==> src/rtl/dsch_clk_div_gen.sv <==
// dsch_clk_div_gen: resettable divided-clock generator with edge strobes, rising-edge counter and sticky done.
// Optional feature macro: DSCH_CLK_DIV_GEN_CLK2_EN adds a clk_div/2 output and folds its falling edge into or_stb.
module dsch_clk_div_gen #(
  parameter int DIV_W = 8,
  parameter int CNT_W = 32
) (
  input  logic             clk,
  input  logic             rst,
  input  logic             en,
  input  logic             clr,
  input  logic [DIV_W-1:0] div_half,
  input  logic [CNT_W-1:0] stop_cyc,
  output logic             clk_div,
  output logic             clk_inv,
  output logic             pos_stb,
  output logic             neg_stb,
  output logic             clk_div2,
  output logic             or_stb,
  output logic [CNT_W-1:0] cyc_cnt,
  output logic             done
);
  typedef enum logic [1:0] {IDLE, RUN, DONE} state_t;
  state_t           state, state_n;
  logic [DIV_W-1:0] hp_cnt, hp_cnt_n, ratio_q, ratio_n, ratio_in;
  logic [CNT_W-1:0] cyc_cnt_n, cnt_inc;
  logic             step, tog, rise, term, clk_div_n;
  // Next state, divider progress and counter; ratio_q also tracks div_half while idle between half-periods
  always_comb begin
    ratio_in  = div_half == '0 ? DIV_W'(1) : div_half;
    cnt_inc   = cyc_cnt + CNT_W'(1);
    step      = state == RUN && en;
    tog       = step && hp_cnt == ratio_q - DIV_W'(1);
    rise      = tog && !clk_div;
    term      = rise && stop_cyc != '0 && cnt_inc == stop_cyc && !clr;
    clk_div_n = clk_div ^ tog;
    hp_cnt_n  = tog ? '0 : step ? hp_cnt + DIV_W'(1) : hp_cnt;
    ratio_n   = (tog || (state == IDLE && hp_cnt == '0)) ? ratio_in : ratio_q;
    cyc_cnt_n = clr ? '0 : rise ? cnt_inc : cyc_cnt;
    state_n   = state == IDLE ? (en ? RUN : IDLE) :
                state == RUN  ? (!en ? IDLE : term ? DONE : RUN) :
                (clr ? IDLE : DONE);
  end
  // State and registered outputs; strobes land in the same cycle as the new clk_div level
  always_ff @(posedge clk or posedge rst) begin
    if (rst) begin
      state   <= IDLE;
      hp_cnt  <= '0;
      ratio_q <= DIV_W'(1);
      clk_div <= 1'b0;
      clk_inv <= 1'b1;
      pos_stb <= 1'b0;
      neg_stb <= 1'b0;
      cyc_cnt <= '0;
    end else begin
      state   <= state_n;
      hp_cnt  <= hp_cnt_n;
      ratio_q <= ratio_n;
      clk_div <= clk_div_n;
      clk_inv <= ~clk_div_n;
      pos_stb <= rise;
      neg_stb <= tog && clk_div;
      cyc_cnt <= cyc_cnt_n;
    end
  end
  assign done = state == DONE;
`ifdef DSCH_CLK_DIV_GEN_CLK2_EN
  logic neg2_stb;
  // Half-rate clock flips on each clk_div rising toggle; its fall always coincides with a pos_stb
  always_ff @(posedge clk or posedge rst) begin
    if (rst) begin
      clk_div2 <= 1'b0;
      neg2_stb <= 1'b0;
    end else begin
      clk_div2 <= clk_div2 ^ rise;
      neg2_stb <= rise && clk_div2;
    end
  end
  assign or_stb = pos_stb | neg2_stb;
`else
  assign clk_div2 = 1'b0;
  assign or_stb   = pos_stb;
`endif
endmodule

==> config.mk <==
export PLATFORM = sky130hd
export DESIGN_NAME = dsch_clk_div_gen
export DESIGN_NICKNAME = d
export VERILOG_FILES = /design/src/rtl/dsch_clk_div_gen.sv
export SDC_FILE = /design/constraint.sdc
export NUM_CORES = 1
export LEC_CHECK = 0
export BUFFER_PORTS_ARGS = -buffer_cell sky130_fd_sc_hd__buf_4
export CAP_MARGIN = 30
export CORE_MARGIN = 8
export CORE_UTILIZATION = 37
export DETAILED_ROUTE_END_ITERATION = 16
export PLACE_DENSITY = 0.62
export SETUP_SLACK_MARGIN = 0.15
export SLEW_MARGIN = 20
export SYNTH_ARGS = -nofsm -noshare
export SYNTH_HDL_FRONTEND = slang
export SYNTH_SLANG_ARGS = --single-unit
==> constraint.sdc <==
create_clock -name clk -period 3.9 [get_ports clk]
set_clock_uncertainty 0.1 [all_clocks]
set_input_delay 0.39 -clock clk [delete_from_list [all_inputs] [get_ports clk]]
set_output_delay 0.39 -clock clk [all_outputs]
set_load 0.005 [all_outputs]
After elaboration in Yosys (flattened, before gate mapping)
Index checks and enable logic that the tools add are counted.
W data, S select, Z words.
{ "word_totals": {"latchBits": 0, "n_memories": 0, "ramBits": 0, "romBits": 0, "elab_cells": 45, "register_bits": 54} }
{ "classes": {"eq_ne": 4, "n_reduce_logical": 17, "mul": 0, "mux": 11, "n_addsub": 3, "order_cmp": 0, "shifts": 0, "bitwise_logic": 2, "div_mod_pow": 0} }
{ "ops": {"columns": ["operator", "count"], "rows": [
  ["$mux W32", 2],
  ["$add A32 B1 Y32 const B", 1],
  ["$eq A32 B32 Y1", 1],
  ["$reduce_bool A32 Y1", 1],
  ["$mux W8", 3],
  ["$logic_not A8 Y1", 2],
  ["$mux W2", 5],
  ["$add A8 B1 Y8 const B", 1],
  ["$eq A8 B8 Y1", 1],
  ["$logic_and A1 B1 Y1", 8],
  ["$sub A8 B1 Y8 const B", 1],
  ["$reduce_bool A2 Y1", 2],
  ["$eq A2 B1 Y1 const B", 1],
  ["$eq A2 B2 Y1 const B", 1],
  ["$logic_not A1 Y1", 2],
  ["$logic_not A2 Y1", 1],
  ["$logic_or A1 B1 Y1", 1],
  ["$mux W1", 1],
  ["$not A1 Y1", 1],
  ["$xor A1 B1 Y1", 1]
]} }

Longest topological paths before layout
{ "depth": {"ltp_word": 11, "mapped_depth": 16} }

Worst setup path after synthesis
Ideal clock, no wire load.
{ "synth_path": {"path_kind": "register to register", "startpoint": "register ratio_q[0]", "endpoint": "register state[0]", "setup_ns": 0.146, "t_arrival_ns": 3.143, "n_path_buf": 1, "setup_slack_ns": 0.511, "path_stages_with_launch": 17, "t_required_ns": 3.654, "path_cell_list": "dfstp_2 inv_1 ha_1 nor4_1 a32o_1 a22o_1 mux2i_1 nor3_1 ha_1 clkbuf_1 nand2_1 nor3_1 nand3_1 nor4_1 o2111ai_1 nor4_2 a41oi_1"} }
{ "synth_via": {"elab_chain_cells": 11} }
{ "synth_lines": {"columns": ["element", "line_no", "source"], "rows": [
  ["from (decl)", "24", "logic [DIV_W-1:0] hp_cnt, hp_cnt_n, ratio_q, ratio_n, ratio_in;"],
  ["from (signal assigned)", "57", "ratio_q <= ratio_n;"],
  ["$sub A8 B1 Y8", "32", "tog = step && hp_cnt == ratio_q - DIV_W'(1);"],
  ["$eq A8 B8 Y1", "32", null],
  ["$logic_and A1 B1 Y1", "32", null],
  ["$logic_and A1 B1 Y1", "33", "rise = tog && !clk_div;"],
  ["net rise", "26", "logic step, tog, rise, term, clk_div_n;"],
  ["$logic_and A1 B1 Y1 (3 in a row)", "34", "term = rise && stop_cyc != '0 && cnt_inc == stop_cyc && !clr;"],
  ["$mux W2 (3 in a row)", "40", "state == RUN ? (!en ? IDLE : term ? DONE : RUN) :"],
  ["$mux W2", "39", "state_n = state == IDLE ? (en ? RUN : IDLE) :"],
  ["net state_n[0]", "23", "state_t state, state_n;"],
  ["to (signal assigned)", "55", "state <= state_n;"],
  ["to (decl)", "23", null]
]} }
The timed path passes the listed nets, and every way through them passes these cells.
A chain may end at the register's enable or synchronous reset.

Worst setup path after layout
Same ends and word-level chain as after synthesis.

==> metrics.txt <==
global-route usage over all layers=0.153; sw power=0.528 mW; Num CTS Buffers=5; first-pass GRT wire length=18.1 mm; Worst EP required=3.98 ns; CTS H-Tree Depth=2; Seq pwr share=0.445; sw frac=0.319; Logic pwr share=0.271; Nets=570; setup_tns=0 ns; # diodes=0; final wirelength=11.2 mm; Max VDD drop=0.000182 V; root buffer cell=clkbuf_8; Yosys cell types=62; Pwr Total=1.65 mW; DRT Pass-1 Iters=5; WP data arrival=3.50 ns; CTS Buffer Depth=2; I/O pins=83; Clock Latency Late Sink=0.31 ns; Die Area=14200 um2; Tcrit/Tclk final=0.877; vias in the first global route=3617; startpoint types=flop; post-synthesis async set-or-reset flop share=1.00; Post-synth EDFFs=0; wire per inst=17.0 um; Critical Path Sink Type=flop; Hold Path Class=primary input to flop; worst path cell trace=inv_1 > ha_1 > nor4_1 > a32o_1 > a22o_1 > mux2i_1 > nor3_2 > ha_1 > nand2_1 > nor3_1 > nand3_1 > nor4_2 > o2111ai_1 > nor4_2 > a41oi_1; drt via density=5.44; R2R Setup Slk=0.48 ns; LEAKAGE=1.98 nW; CTS sink cnt=54; clock transition at the registers of the reported paths=0.10 ns; Routed Antenna Nets=0; largest net degree at the start of global routing=44; Post-Syn Instances=449; Layout Area Growth over Synthesis=22.5%; number of fill cells=1015; Vert. Die Dim=119 um; remaining global-route overflow=0; synthesized flop and latch total=54; DR vias=3576; Power Density=344 nW/um2; final-report setup violation count=0; Iter 0 DRT Violations=220; CP top delay family=simple AND/OR/NAND/NOR gates; initial antenna violation count=0; critical path type=flop to flop; num rows=37; RSZ-0062 raised after global routing=false; die width=119 um; worst path bufs/invs=1; Fmax=292 MHz; syn_nets=499; syn avg cell area=8.74 um2; post-synthesis sequential area ratio=0.345; min cycle time layout=3.42 ns; max-slew violations=0; share of layout cells above drive strength 1=0.223; Max stage delay on crit path=0.59 ns; Mapped Area=3930 um2; HPWL Detailed=8.50 mm; port bufs=81; DR DRC count=0; max_cap viols=0; status=finished, final reports clean; crit-path max FO=7; Slew @ Worst Pin=0.740 ns; Yosys warnings=0; Crit-path slowest cell=dfstp_2; Initial Utilization=0.380; Int Pwr=1.13 mW; Core Footprint=10300 um2; Fin. Hold Viols=0; Final GP Congestion=0.833; clock power share=0.283; ys flop type=dfrtp_1; slew margin rel.=0.503; CTS tree=yes
## Yosys cell counts (7+ instances only)
master	number	area, um2
nand2_1	39	146
o21ai_0	7	35.0
dfrtp_1	52	1300
nor4_1	19	119
nor2_1	65	244
nand4_1	15	93.8
clkbuf_1	9	33.8
inv_1	12	45.0
nand3_1	14	70.1
xor2_1	42	368
nor3_1	19	95.1
buf_2	9	45.0
xnor2_1	45	394
## state kept, by name, summed over array words and instances, names as in the netlist
register / flops
clk_inv: 1
cyc_cnt: 32
clk_div: 1
state: 2
or_stb: 1
neg_stb: 1
ratio_q: 8
hp_cnt: 8
## power by group through the flow
stage               Sequential, mW  Clock, mW  Combinational (mW)
floorplan                    0.721          0               0.318
global placement             0.747          0               0.433
detailed placement           0.748          0               0.441
CTS                          0.737      0.479               0.446
global route                 0.753      0.497               0.496
finish                       0.737      0.469               0.449
## cell usage in the layout, fill, tap and decap left out, types with 3 or more instances in the layout
cell type | netlist | routed
nor4_2 | 5 | 6
nor4_1 | 19 | 18
a21oi_1 | 4 | 4
and3_1 | 5 | 5
ha_1 | 6 | 6
nand4_1 | 15 | 15
xnor2_1 | 45 | 45
nand2_1 | 39 | 39
o21ai_0 | 7 | 7
clkbuf_8 | 0 | 6
nor3_1 | 19 | 18
dfrtp_1 | 52 | 52
nand3b_1 | 3 | 3
inv_1 | 12 | 11
mux2_1 | 5 | 5
mux2i_1 | 3 | 3
xor2_1 | 42 | 42
nand3_1 | 14 | 14
nand4_2 | 4 | 4
or3_1 | 6 | 6
buf_4 | 3 | 85
a31oi_1 | 5 | 5
a211oi_1 | 4 | 4
nor2_1 | 65 | 65
## metal layers
layer / GRT usage / routed length, um
met4: 0.0292 / 86
met3: 0.0288 / 548
met2: 0.268 / 5470
met1: 0.192 / 5040
met5: 0 / 0
## worst register-to-register path, delay by kind of cell (launching register included)
kind	cells	cell delay, ns
AOI/OAI and AO/OA	4	0.62
adders and majority gates	2	0.49
buffers and inverters	1	0.07
DFF	1	0.59
muxes	1	0.16
and+or+nand+nor	7	1.26
## metrics by stage
step                      instances   util  instance area (um2)  hold slack, ns  worst slack [ns]
after detailed placement        647  0.448                 4620           0.420             0.389
after CTS                       655  0.462                 4770           0.195             0.294
final                           657  0.466                 4810           0.203             0.478
after global routing            657  0.466                 4810           0.200             0.152
after floorplan                 449      -                 3930           0.381             0.511
after global placement          647  0.448                 4620           0.417             0.559
## logic make-up (layout without fill, tap and decap cells)
logic type | after synthesis | in the layout | share of synthesized area
multiplexers | 10 | 10 | 0.0277
adder cells (fa/ha/maj) | 6 | 6 | 0.0191
flip-flops | 54 | 54 | 0.345
buffers and inverters | 35 | 107 | 0.0395
XOR/XNOR | 87 | 87 | 0.194
other | 1 | 1 | 0.000955
AO/OA/AOI/OAI | 47 | 47 | 0.0924
AND/OR/NAND/NOR | 209 | 209 | 0.281
## timing repair
action	CTS	global route
setup endpoints to repair	0	2
gates resized for setup	0	2
hold endpoints to repair	0	7
buffers inserted	0	0
hold buffers	0	1
## area by class of cell
class / count / area (um2) / share of cell area
inverter: 12 / 45.0 / 0.00937
multi-input combinational: 360 / 2430 / 0.505
clock buffer: 6 / 82.6 / 0.0172
clock inverter: 2 / 60.1 / 0.0125
timing repair buffer: 87 / 668 / 0.139
sequential: 54 / 1350 / 0.282
tap: 136 / 170 / 0.0354
## final timing paths
check                                       startpoint                     end  depth (start not counted)
max in group asynchronous                          rst       clk_inv$_DFF_PP1_                          4
worst max-delay path            ratio_q[0]$_DFFE_PP1P_      state[0]$_DFF_PP0_                         15
worst min register to register  ratio_q[6]$_DFFE_PP0P_  ratio_q[6]$_DFFE_PP0P_                          1
worst max register to register  ratio_q[0]$_DFFE_PP1P_      state[0]$_DFF_PP0_                         15
worst min-delay path                       div_half[1]  ratio_q[1]$_DFFE_PP0P_                          2
min in group asynchronous                          rst  ratio_q[1]$_DFFE_PP0P_                          3
Power figures use the tool's default switching activity.
